`config.mk`:
```
export PLATFORM = sky130hd
export DESIGN_NAME = apb_master_bridge_flat
export DESIGN_NICKNAME = d
export VERILOG_FILES = /design/src/rtl/apb_master_bridge_if.sv /design/src/rtl/apb_master_bridge.sv /design/src/flat_wrapper.sv
export SDC_FILE = /design/constraint.sdc
export NUM_CORES = 1
export LEC_CHECK = 0
export CAP_MARGIN = 20
export CORE_ASPECT_RATIO = 1.1
export CORE_MARGIN = 10
export CORE_UTILIZATION = 25
export DETAILED_ROUTE_END_ITERATION = 7
export SKIP_LAST_GASP = 1
export SYNTH_ARGS = -nofsm -noshare
export SYNTH_HDL_FRONTEND = slang
export SYNTH_SLANG_ARGS = --single-unit
```
`constraint.sdc`:
```
create_clock -name clk_i -period 6.2 [get_ports clk_i]
set_input_delay 0.93 -clock clk_i [delete_from_list [all_inputs] [get_ports clk_i]]
set_output_delay 0.93 -clock clk_i [all_outputs]
set_load 0.03 [all_outputs]
```
`src/rtl/apb_master_bridge_if.sv`:
```
// Request/response port and APB bus of the APB master bridge, bundled into one interface.
// The master modport is the bridge's view; the slave modport is the requester plus APB slave.
interface apb_master_bridge_if #(
  parameter int BUS_WIDTH  = 64,
  parameter int ADDR_WIDTH = 32
);
  localparam int STRB_WIDTH = BUS_WIDTH / 8;

  logic                  req_valid_i;
  logic                  req_ready_o;
  logic                  req_write_i;
  logic [ADDR_WIDTH-1:0] req_addr_i;
  logic [BUS_WIDTH-1:0]  req_wdata_i;
  logic [STRB_WIDTH-1:0] req_strb_i;

  logic                  rsp_valid_o;
  logic [BUS_WIDTH-1:0]  rsp_rdata_o;
  logic                  rsp_err_o;

  logic                  psel_o;
  logic                  penable_o;
  logic                  pwrite_o;
  logic [STRB_WIDTH-1:0] pstrb_o;
  logic [BUS_WIDTH-1:0]  pwdata_o;
  logic [ADDR_WIDTH-1:0] paddr_o;
  logic                  pready_i;
  logic                  pslverr_i;
  logic [BUS_WIDTH-1:0]  prdata_i;

  modport master (
    input  req_valid_i, req_write_i, req_addr_i, req_wdata_i, req_strb_i,
    input  pready_i, pslverr_i, prdata_i,
    output req_ready_o, rsp_valid_o, rsp_rdata_o, rsp_err_o,
    output psel_o, penable_o, pwrite_o, pstrb_o, pwdata_o, paddr_o
  );

  modport slave (
    output req_valid_i, req_write_i, req_addr_i, req_wdata_i, req_strb_i,
    output pready_i, pslverr_i, prdata_i,
    input  req_ready_o, rsp_valid_o, rsp_rdata_o, rsp_err_o,
    input  psel_o, penable_o, pwrite_o, pstrb_o, pwdata_o, paddr_o
  );
endinterface

```
`src/rtl/apb_master_bridge.sv`:
```
// Single-outstanding APB requester: valid/ready request in, SETUP->ACCESS transfer on the bus,
// one-cycle response pulse out. Slave stalls are bounded by a wait-state timeout.
module apb_master_bridge #(
  parameter int DATA_WIDTH     = 32,
  parameter int BUS_WIDTH      = 64,
  parameter int ADDR_WIDTH     = 32,
  parameter int TIMEOUT_CYCLES = 16
) (
  input  logic                 clk_i,
  input  logic                 rst_i,
  apb_master_bridge_if.master  bus,
  output logic                 busy_o
);
  localparam int CNT_W = (TIMEOUT_CYCLES > 2) ? $clog2(TIMEOUT_CYCLES) : 1;
  localparam logic [CNT_W-1:0] CNT_LAST = CNT_W'(TIMEOUT_CYCLES - 1);

  if (TIMEOUT_CYCLES < 2 || DATA_WIDTH < 1 || BUS_WIDTH % 8 != 0 || ADDR_WIDTH < 1) begin : g_bad_params
    $error("apb_master_bridge: illegal parameter combination");
  end

  typedef enum logic [1:0] {IDLE, SETUP, ACCESS, RESP} state_t;

  state_t           state;
  logic [CNT_W-1:0] timeout_cnt;

  // Ready and busy are pure decodes of the state register, so they change on the same edge.
  assign bus.req_ready_o = (state == IDLE);
  assign busy_o          = (state != IDLE);

  // NOTE: every state and output register here is written with <= so that all of them
  // update together from pre-edge values; a blocking = would leak same-cycle values.
  always_ff @(posedge clk_i or posedge rst_i) begin
    if (rst_i) begin
      state           <= IDLE;
      timeout_cnt     <= '0;
      bus.psel_o      <= 1'b0;
      bus.penable_o   <= 1'b0;
      bus.pwrite_o    <= 1'b0;
      bus.pstrb_o     <= '0;
      bus.pwdata_o    <= '0;
      bus.paddr_o     <= '0;
      bus.rsp_valid_o <= 1'b0;
      bus.rsp_err_o   <= 1'b0;
      bus.rsp_rdata_o <= '0;
    end else begin
      unique case (state)
        IDLE: begin
          if (bus.req_valid_i) begin
            bus.psel_o   <= 1'b1;
            bus.pwrite_o <= bus.req_write_i;
            bus.paddr_o  <= bus.req_addr_i;
            bus.pwdata_o <= bus.req_wdata_i;
            bus.pstrb_o  <= bus.req_write_i ? bus.req_strb_i : '0;
            state        <= SETUP;
          end
        end

        SETUP: begin
          bus.penable_o <= 1'b1;
          timeout_cnt   <= '0;
          state         <= ACCESS;
        end

        ACCESS: begin
          if (bus.pready_i) begin
            bus.psel_o      <= 1'b0;
            bus.penable_o   <= 1'b0;
            bus.rsp_valid_o <= 1'b1;
            bus.rsp_err_o   <= bus.pslverr_i;
            bus.rsp_rdata_o <= (!bus.pwrite_o && !bus.pslverr_i) ? bus.prdata_i : '0;
            state           <= RESP;
          end else if (timeout_cnt == CNT_LAST) begin
            // Slave stalled too long: abandon the transfer and report it as an error.
            bus.psel_o      <= 1'b0;
            bus.penable_o   <= 1'b0;
            bus.rsp_valid_o <= 1'b1;
            bus.rsp_err_o   <= 1'b1;
            bus.rsp_rdata_o <= '0;
            state           <= RESP;
          end else begin
            timeout_cnt <= timeout_cnt + 1'b1;
          end
        end

        RESP: begin
          bus.rsp_valid_o <= 1'b0;
          bus.rsp_err_o   <= 1'b0;
          bus.rsp_rdata_o <= '0;
          state           <= IDLE;
        end
      endcase
    end
  end
endmodule

```
`src/flat_wrapper.sv`:
```
// flat-port wrapper written by rule: the top's interface ports become plain ports
module apb_master_bridge_flat 
#(
  parameter int DATA_WIDTH     = 32,
  parameter int BUS_WIDTH      = 64,
  parameter int ADDR_WIDTH     = 32,
  parameter int TIMEOUT_CYCLES = 16
)
  (clk_i, rst_i, busy_o, bus_req_valid_i, bus_req_write_i, bus_req_addr_i, bus_req_wdata_i, bus_req_strb_i, bus_pready_i, bus_pslverr_i, bus_prdata_i, bus_req_ready_o, bus_rsp_valid_o, bus_rsp_rdata_o, bus_rsp_err_o, bus_psel_o, bus_penable_o, bus_pwrite_o, bus_pstrb_o, bus_pwdata_o, bus_paddr_o);
  apb_master_bridge_if #(.BUS_WIDTH(BUS_WIDTH), .ADDR_WIDTH(ADDR_WIDTH)) bus_i ();
  input  logic clk_i;
  input  logic rst_i;
  output logic busy_o;
  input wire logic [$bits(bus_i.req_valid_i)-1:0] bus_req_valid_i;
  input wire logic [$bits(bus_i.req_write_i)-1:0] bus_req_write_i;
  input wire logic [$bits(bus_i.req_addr_i)-1:0] bus_req_addr_i;
  input wire logic [$bits(bus_i.req_wdata_i)-1:0] bus_req_wdata_i;
  input wire logic [$bits(bus_i.req_strb_i)-1:0] bus_req_strb_i;
  input wire logic [$bits(bus_i.pready_i)-1:0] bus_pready_i;
  input wire logic [$bits(bus_i.pslverr_i)-1:0] bus_pslverr_i;
  input wire logic [$bits(bus_i.prdata_i)-1:0] bus_prdata_i;
  output wire logic [$bits(bus_i.req_ready_o)-1:0] bus_req_ready_o;
  output wire logic [$bits(bus_i.rsp_valid_o)-1:0] bus_rsp_valid_o;
  output wire logic [$bits(bus_i.rsp_rdata_o)-1:0] bus_rsp_rdata_o;
  output wire logic [$bits(bus_i.rsp_err_o)-1:0] bus_rsp_err_o;
  output wire logic [$bits(bus_i.psel_o)-1:0] bus_psel_o;
  output wire logic [$bits(bus_i.penable_o)-1:0] bus_penable_o;
  output wire logic [$bits(bus_i.pwrite_o)-1:0] bus_pwrite_o;
  output wire logic [$bits(bus_i.pstrb_o)-1:0] bus_pstrb_o;
  output wire logic [$bits(bus_i.pwdata_o)-1:0] bus_pwdata_o;
  output wire logic [$bits(bus_i.paddr_o)-1:0] bus_paddr_o;
  assign bus_i.req_valid_i = bus_req_valid_i;
  assign bus_i.req_write_i = bus_req_write_i;
  assign bus_i.req_addr_i = bus_req_addr_i;
  assign bus_i.req_wdata_i = bus_req_wdata_i;
  assign bus_i.req_strb_i = bus_req_strb_i;
  assign bus_i.pready_i = bus_pready_i;
  assign bus_i.pslverr_i = bus_pslverr_i;
  assign bus_i.prdata_i = bus_prdata_i;
  assign bus_req_ready_o = bus_i.req_ready_o;
  assign bus_rsp_valid_o = bus_i.rsp_valid_o;
  assign bus_rsp_rdata_o = bus_i.rsp_rdata_o;
  assign bus_rsp_err_o = bus_i.rsp_err_o;
  assign bus_psel_o = bus_i.psel_o;
  assign bus_penable_o = bus_i.penable_o;
  assign bus_pwrite_o = bus_i.pwrite_o;
  assign bus_pstrb_o = bus_i.pstrb_o;
  assign bus_pwdata_o = bus_i.pwdata_o;
  assign bus_paddr_o = bus_i.paddr_o;
  apb_master_bridge #(.DATA_WIDTH(DATA_WIDTH), .BUS_WIDTH(BUS_WIDTH), .ADDR_WIDTH(ADDR_WIDTH), .TIMEOUT_CYCLES(TIMEOUT_CYCLES)) u_core (.clk_i(clk_i), .rst_i(rst_i), .bus(bus_i), .busy_o(busy_o));
endmodule
```
## Word-level counts from Yosys, hierarchy flattened

Cells that the tools add are included.

| storage, ports and cells | value |
|---|---|
| flip-flop bits (word level) | 179 |
| input bits | 174 |
| output and inout bits | 175 |

| operators by class | value |
|---|---|
| add/subtract/negate cells | 1 |
| equal/unequal tests | 8 |
| mux-type cells | 22 |
| reduce and logical (&&, ||, !) cells | 14 |

Operators with widths:

| cell | count |
|---|---|
| two-way mux 64 bit | 3 |
| one-hot mux 64 bit (2 select lines) | 1 |
| two-way mux 4 bit | 2 |
| two-way mux 8 bit | 1 |
| one-hot mux 1 bit (2 select lines) | 4 |
| one-hot mux 2 bit (4 select lines) | 1 |
| one-hot mux 4 bit (2 select lines) | 1 |
| AND reduction 2 bit | 4 |
| nonzero test 2 bit | 4 |
| two-way mux 1 bit | 6 |
| two-way mux 2 bit | 3 |
| inequality test 2 bit, second input constant | 3 |
| AND reduction 3 bit | 2 |
| adder 4 x 1 -> 4 bit, second input constant | 1 |
| equality test 2 bit, second input constant | 2 |
| equality test 4 bit, second input constant | 1 |
| inequality test 3 x 2 -> 1 bit, second input constant | 1 |
| equality test 2 x 1 -> 1 bit, second input constant | 1 |
| logical NOT 1 bit | 2 |
| logical NOT 2 bit | 1 |
| logical AND 1 bit | 1 |

## Longest topological paths before layout

Gate-level depths: netlist of run 1.

| depth | value |
|---|---|
| word-level depth | 5 |
| gate-level depth with buffers | 7 |
| mapped depth without buffers | 5 |

## Worst setup path after synthesis of run 1

Ideal clock, no wire load.

| timing path | value |
|---|---|
| kind | input-to-reg |
| start | input port bus_req_valid_i |
| end | register u_core.bus.paddr_o[0] |
| setup time | 0.125 ns |
| data arrival time | 1.761 ns |
| slack | 4.314 ns |
| cell stages on the path | 4 |
| path buffers | 2 |
| path through | nand2_1 > buf_2 > buf_2 > mux2_2 |

| between the ends | value |
|---|---|
| word-level cells in the longest chain between the ends | 1 |

Ends and longest elaborated chain:

| what | RTL line | text |
|---|---|---|
| from (decl) | flat_wrapper.sv:14 | `input wire logic [$bits(bus_i.req_valid_i)-1:0] bus_req_valid_i;` |
| AND reduction 2 bit (no source line) | n/a |  |
| to (signal assigned) | apb_master_bridge.sv:51 | `bus.paddr_o <= bus.req_addr_i;` |
| to (decl) | apb_master_bridge_if.sv:34 | `output psel_o, penable_o, pwrite_o, pstrb_o, pwdata_o, paddr_o` |

No other way between the ends.
A chain may end at the register's enable or synchronous reset.

## Worst setup path in the final report of run 1

| timing path | value |
|---|---|
| start | input port bus_req_valid_i |
| end | register u_core.bus.paddr_o[12] |

The elaborated chain is that of the path after synthesis.

==> results of run 1 <==
cell families after synthesis:
group,count (synthesis)
adder cells (fa/ha/maj),7
buffers and inverters,102
AO/OA/AOI/OAI,22
multiplexers,165
AND/OR/NAND/NOR,98
flip-flops,179
power by group:
group | total, uW | leakage, uW | internal (uW) | switching, uW
Combinational | 3400 | 0.00243 | 1520 | 1880
Clock | 1070 | 0.000279 | 587 | 485
Sequential | 1930 | 0.00226 | 1670 | 261
Total | 6410 | 0.00497 | 3780 | 2630
tightest hold or removal path, stage by stage, from the launching register on:
cell and delay (ns):
sky130_fd_sc_hd__dfrtp_1 0.35, sky130_fd_sc_hd__nand2_1 0.05, sky130_fd_sc_hd__o21ai_0 0.06
worst max-delay path by stage:
stage	from	end	slack, ns
after global routing	bus_pready_i	u_core.bus.rsp_rdata_o[10]	3.19
after global placement	bus_req_valid_i	u_core.bus.pwdata_o[37]	2.87
after CTS	u_core.state[0]	busy_o	3.30
after floorplan	rst_i	u_core.bus.paddr_o[0]	0.41
after detailed placement	bus_req_valid_i	u_core.bus.paddr_o[12]	2.86
final	bus_req_valid_i	u_core.bus.paddr_o[12]	3.29
cell usage in the layout, fill, tap and decap left out, drive strengths merged:
master	synthesis	final
a22oi	1	1
nor2	2	2
clkinvlp	0	2
o2bb2ai	2	2
o2111ai	2	2
nand2	84	84
o32ai	1	1
clkbuf	0	20
mux2	97	97
a21oi	4	4
buf	27	4
a2bb2oi	1	1
nor2b	2	2
a21bo	1	1
nand3	1	1
and2b	1	1
nand4	2	2
dfrtp	179	179
bufinv	0	1
o21ai	8	8
nor4b	1	1
o22ai	2	2
clkdlybuf4s50	0	348
or2	1	1
nand2b	2	2
inv	75	77
clkinv	0	6
mux2i	68	68
ha	7	7
and3	2	2
per-stage QoR:
stage	util (%)	total power [uW]	setup slack [ns]	instance area [um^2]	hold WS (ns)
after CTS	40.7	6520	3.30	11800	0.492
after floorplan	-	4020	0.411	7370	0.471
final	40.7	6410	3.29	11800	0.487
after global placement	38.8	5380	2.87	11200	0.463
after detailed placement	38.8	5400	2.86	11200	0.471
after global routing	40.7	6770	3.19	11800	0.518
flip-flops by register name, indices dropped and copies added, names as in the netlist, 2 cells and up:
signal / flops
u_core.bus.pwdata_o: 64
u_core.bus.rsp_rdata_o: 64
u_core.bus.paddr_o: 32
u_core.bus.pstrb_o: 8
u_core.timeout_cnt: 4
u_core.state: 2
per-layer routing:
metal	wire length [um]	part of all wire, %	up-vias
met3	3080	13	7
met2	9900	43	247
met1	9700	42	2542
met5	0	0	-
li1	-	-	2540
met4	159	0.70	0
final cells by class:
cell class	instances	area (um^2)	share of cell area, %
Timing Repair Buffer	352	3530	30.0
Sequential cell	179	4480	38.1
Inverter	75	287	2.44
Tap cell	368	460	3.92
Clock buffer	20	467	3.97
Clock inverter	11	104	0.883
Multi-Input combinational cell	292	2440	20.7
==> results.json, run 1 <==
{
  "wire_per_inst_um": 17.6,
  "number_of_global_route_vias_before_repair": 5703,
  "slew_headroom_pct": 32.3,
  "use_met3_pct": 7.61,
  "setup-violations-final": 0,
  "max_cap_viol": 0,
  "synthesis.nets": 754,
  "yosys_most_used_dff": "sky130_fd_sc_hd__dfrtp_1",
  "first_iter_violations": 154,
  "detail-route-antenna-nets": 0,
  "min-delay-start": "u_core.bus.pstrb_o[2]",
  "yosysUniqueCellTypes": 30,
  "dp_hpwl_um": 17000,
  "synthSimpleGateAreaFrac_pct": 5.53,
  "gpl.final_weighted_congestion": 0.734,
  "worstHoldEndpoint": "u_core.bus.pstrb_o[2]",
  "reg2reg_from": "u_core.state[0]",
  "grt_first_pass_wirelength_um": 34600,
  "drc_errors": 0,
  "synth_area_leaders": "sky130_fd_sc_hd__dfrtp_1, sky130_fd_sc_hd__mux2_2, sky130_fd_sc_hd__mux2i_1",
  "post-cts-setup-buffer-count": 0,
  "rsz0062_at_grt": "no",
  "placed_cells_incl_taps": 1266,
  "io_pins": 349,
  "clock_tree_from_tritoncts": "yes",
  "cts_buffer_depth": 2,
  "grt_util_all_layers_pct": 12.1,
  "core_area_um2": 28900,
  "leakagePower_uw": 0.00497,
  "synth.top_cells.by_count": "sky130_fd_sc_hd__dfrtp_1, sky130_fd_sc_hd__mux2_2, sky130_fd_sc_hd__nand2_1",
  "final_net_count": 1098,
  "worst_ep_required_time_ns": 6.50,
  "fmax_mhz": 344,
  "max_stage_delay_ns": 0.71,
  "antenna_cells": 0,
  "timing.critical_path.fanout_max": 75,
  "hold-path-cell-count": 2,
  "design.die.area_um2": 36800,
  "timing.setup.tns_ns": 0,
  "clock_tree.htree_level_count": 4,
  "synth_cells": 573,
  "synth_area_um2": 7370,
  "placementRows": 65,
  "yosys.area.top_type": "sky130_fd_sc_hd__dfrtp_1",
  "io_buffer_count": 348,
  "globalRouteMet1Util_pct": 14.0,
  "skew_ns": 0.00841,
  "synth-compound-area-share_pct": 1.99,
  "firstDrtPassIters": 4,
  "yosysWarningCount": 0,
  "finalHoldViolCount": 0,
  "floorplan.initialDensity_pct": 25.5,
  "r2r-end": "u_core.bus.rsp_rdata_o[10]",
  "clkLatencyLatePin_ns": 0.42,
  "synthMostInstantiatedCell": "sky130_fd_sc_hd__dfrtp_1",
  "cts.root.buffer_cell": "sky130_fd_sc_hd__clkbuf_16",
  "crit_path_start_kind": "input port",
  "timing.critical_path.buf_inv": 2,
  "ir_drop_mv": 0.317,
  "crit_path_cell_trace": "clkdlybuf4s50_1 -> nand2_4 -> buf_4 -> mux2_2",
  "die-height_um": 200,
  "met2_usage_pct": 18.4,
  "fill_cells": 2745,
  "slew_viol_final": 0,
  "grt_antenna_before_repair": 0,
  "synth-xor-area-share_pct": 0,
  "cpMaxStageDelayCell": "sky130_fd_sc_hd__nand2_4",
  "critPathKind": "input port to register",
  "synth_seq_cells": 179,
  "type_of_element_capturing_the_critical_path": "register",
  "numClockSinks": 179,
  "worstMarginPinSlew_ns": 1.02,
  "pwr_density_cell_nw_per_um2": 545,
  "synth.mux.area_fraction_pct": 24.0,
  "fraction_of_the_mapped_netlist_area_in_adder_cells_pct": 1.19,
  "clk_pin_slew_ns": 0.07,
  "synth_sequential_area_ratio_pct": 60.8,
  "die-width_um": 184,
  "ffs_w_async_s_r_synth_pct": 100,
  "post_cts_resized": 0,
  "cts_hold_buffers": 0,
  "synth_largest_type_area_fraction_pct": 60.8,
  "drt-total-wl_um": 22800,
  "timing.reg2reg.worst_path_depth": 6,
  "worst-endpoint-arrival_ns": 3.21,
  "grt_max_degree": 109,
  "worst_case_register_to_register_setup_slack_ns": 3.53,
  "dominant_combinational_cell_family_by_area_after_synthesis": "multiplexers",
  "instances_no_fill": 1297,
  "outcome": "complete, no violations",
  "number_of_clock_buffers_inserted_by_tritoncts": 17,
  "synth_enable_flop_cells": 0,
  "post_synth.cell_area_avg_um2": 12.9,
  "critical_path.top_delay_family": "buffers and inverters",
  "worst-path-stages": 4,
  "via_count": 5336,
  "post-route-period-util_pct": 46.9,
  "hp-class": "register to register",
  "layout-drive-gt1-share_pct": 15.1,
  "grt.overflow.total": 0,
  "layout_min_cycle_time_ns": 2.91,
  "syn_to_final_growth_pct": 59.5,
  "grt-busiest-layer": "met2",
  "route.detailed.vias_per_inst": 4.11
}
(Power assumes the default switching activity.)
==> inputs of run 2 (changes only) <==
Clock period 6.2 ns to 2.65 ns, I/O delays scaled along.
==> run 2 against run 1 <==
  * Sequential power is 130% higher
  * Critical endpoint is now busy_o
  * Wire length increased by 3.7%
  * Via count grew 2.3%
  * Non-clock buffer count is 15 higher
  * Hold slack got worse by 0.076 ns
  * Utilization increased by 0.71 points
  * Highest routed layer is now met5
  * Final cell count increased by 1.2%
  * Count of clock-buffer cells in the layout unchanged
  * Die area stayed put
  * Total power up 140%
  * Final area rose by 1.7%
  * Combinational power increased by 140%
==> results.json, run 2 (synthesis results as in run 1) <==
{
  "outcome": "complete, no violations",
  "grt.overflow.total": 0,
  "grt_first_pass_wirelength_um": 36000,
  "power_frac_comb_pct": 53.7,
  "cts_buffer_depth": 2,
  "io_buffer_count": 348,
  "route.detailed.vias_per_inst": 4.16,
  "first_iter_violations": 197,
  "wire_per_inst_um": 18.0,
  "core_area_um2": 28900,
  "route.layer.met1.wl_um": 9260,
  "post_cts_resized": 0,
  "io_pins": 349,
  "rsz0062_at_grt": "no",
  "layout-drive-gt1-share_pct": 16.5,
  "firstDrtPassIters": 4,
  "number_of_global_route_vias_before_repair": 5786,
  "drc_errors": 0,
  "design.die.area_um2": 36800,
  "antenna_cells": 0,
  "slew_viol_final": 0,
  "numClockSinks": 179,
  "timing.critical_path.fanout_max": 5,
  "relative_contribution_of_the_clock_network_to_total_power_pct": 16.4,
  "worstMarginPinSlew_ns": 0.661,
  "syn_to_final_growth_pct": 62.3,
  "layout_common_cells": "sky130_fd_sc_hd__clkdlybuf4s50_1, sky130_fd_sc_hd__dfrtp_1, sky130_fd_sc_hd__mux2_2, sky130_fd_sc_hd__nand2_1, sky130_fd_sc_hd__inv_1",
  "post-route-period-util_pct": 88.9,
  "max_cap_viol": 0,
  "setup_ws_ns": 0.294,
  "detail-route-antenna-nets": 0,
  "placementRows": 65,
  "fmax_mhz": 425,
  "worst-endpoint-arrival_ns": 1.96,
  "die-width_um": 184,
  "grt_max_degree": 65,
  "crit_path_cell_trace": "inv_1 -> ha_1 -> inv_1 -> clkdlybuf4s50_1",
  "crit_path_frequent_cell": "sky130_fd_sc_hd__inv_1",
  "highest-signal-layer": "met5",
  "drt-total-wl_um": 23700,
  "layout_commonest_cell": "sky130_fd_sc_hd__clkdlybuf4s50_1",
  "pwr_density_cell_nw_per_um2": 1260,
  "floorplan.initialDensity_pct": 25.5,
  "cts_hold_buffers": 0,
  "power_share_of_the_sequential_group_pct": 29.9,
  "hold_ws_ns": 0.411,
  "gpl.final_weighted_congestion": 0.744,
  "die-height_um": 200,
  "switchingPower_uw": 6230,
  "setup-violations-final": 0,
  "post-cts-setup-buffer-count": 0,
  "wl_met2_um": 11200,
  "type_of_element_capturing_the_critical_path": "primary output",
  "slew_headroom_pct": 55.9,
  "max_stage_delay_ns": 0.68,
  "dp_hpwl_um": 18200,
  "finalHoldViolCount": 0,
  "clock_tree_from_tritoncts": "yes",
  "power.internal_uw": 8900,
  "met3WireLength_um": 2990,
  "clkLatencyLatePin_ns": 0.43,
  "grt_util_all_layers_pct": 12.6,
  "number_of_clock_buffers_inserted_by_tritoncts": 17,
  "hp-class": "input port to asynchronous set/reset pin",
  "worst_ep_required_time_ns": 2.25,
  "ir_drop_mv": 0.836,
  "power.share.switching_pct": 41.2,
  "leakagePower_uw": 0.00507,
  "grt_antenna_before_repair": 1,
  "clock_tree.htree_level_count": 4,
  "cpMaxStageDelayCell": "sky130_fd_sc_hd__clkdlybuf4s50_1",
  "cts.root.buffer_cell": "sky130_fd_sc_hd__clkbuf_16",
  "via_count": 5458,
  "place_ws_ns": 0.529,
  "crit_path_start_kind": "register",
  "final_net_count": 1113,
  "clk_pin_slew_ns": 0.07,
  "biggestRegsByFlops": "u_core.bus.pwdata_o: 64 flops, u_core.bus.rsp_rdata_o: 64 flops, u_core.bus.paddr_o: 32 flops",
  "layout_min_cycle_time_ns": 2.36,
  "skew_ns": 0.0138,
  "critPathKind": "register to primary output"
}
-- run 2: cell count changes in the layout (fill, tap and decap cells not counted), sizes merged --
cell	before	now
buf	4	19
bufinv	1	0
clkinvlp	2	3
inv	77	78
-- run 2: layout make-up --
type,count,area (um^2)
fill,2733,16900
sequential,179,4480
timing repair buffer,367,3740
multi-input combinational,292,2440
clock buffer,20,467
tap,368,460
inverter,75,285
clock inverter,12,97.6
-- run 2: path summary, 6_finish.rpt --
check                                 startpoint                    endpoint  slack (ns)  depth (start not counted)
setup reg to reg                 u_core.state[0]  u_core.bus.rsp_rdata_o[59]        0.68                          6
setup / recovery                 u_core.state[0]                      busy_o        0.29                          4
hold reg to reg            u_core.bus.pstrb_o[0]       u_core.bus.pstrb_o[0]        0.48                          2
min in group clk_i         u_core.bus.pstrb_o[0]       u_core.bus.pstrb_o[0]        0.48                          2
hold / removal                             rst_i  u_core.bus.rsp_rdata_o[20]        0.41                          2
max in group asynchronous                  rst_i   u_core.bus.rsp_rdata_o[7]        1.58                          3
-- run 2: metrics by stage --
step	std cells	instance area [um^2]	setup TNS [ns]	total power, uW	util [%]
finish	1313	12000	0	15100	41.4
global route	1313	12000	0	16000	41.4
CTS	1313	12000	0	15400	41.4
global placement	1281	11400	0	12800	39.5
detailed placement	1281	11400	0	12800	39.5
floorplan	573	7380	-7.54	9400	-
-- run 2: power by group through the flow --
stage / Sequential (uW) / Clock, uW / Combinational, uW
floorplan: 6820 / 0 / 2580
global placement: 4540 / 0 / 8210
detailed placement: 4580 / 0 / 8240
CTS: 4540 / 2570 / 8270
global route: 4670 / 2680 / 8620
finish: 4520 / 2470 / 8130
-- run 2: layer usage --
metal,vias to the layer above,GRT usage (%)
met5,-,0
li1,2590,-
met1,2628,13.7
met3,10,7.38
met4,2,3.25
met2,228,20.6
-- run 2: critical path: cells and delay by family (launching register included) --
kind | cells | cell delay [ns]
DFF | 1 | 0.38
buffers and inverters | 3 | 0.88
adders and majority gates | 1 | 0.26
==> inputs of run 3 (changes only) <==
Settings changed: TNS_END_PERCENT from default to 5.
==> results of run 3 <==
No change in the layout: final DEF, timing and power equal those of run 2.
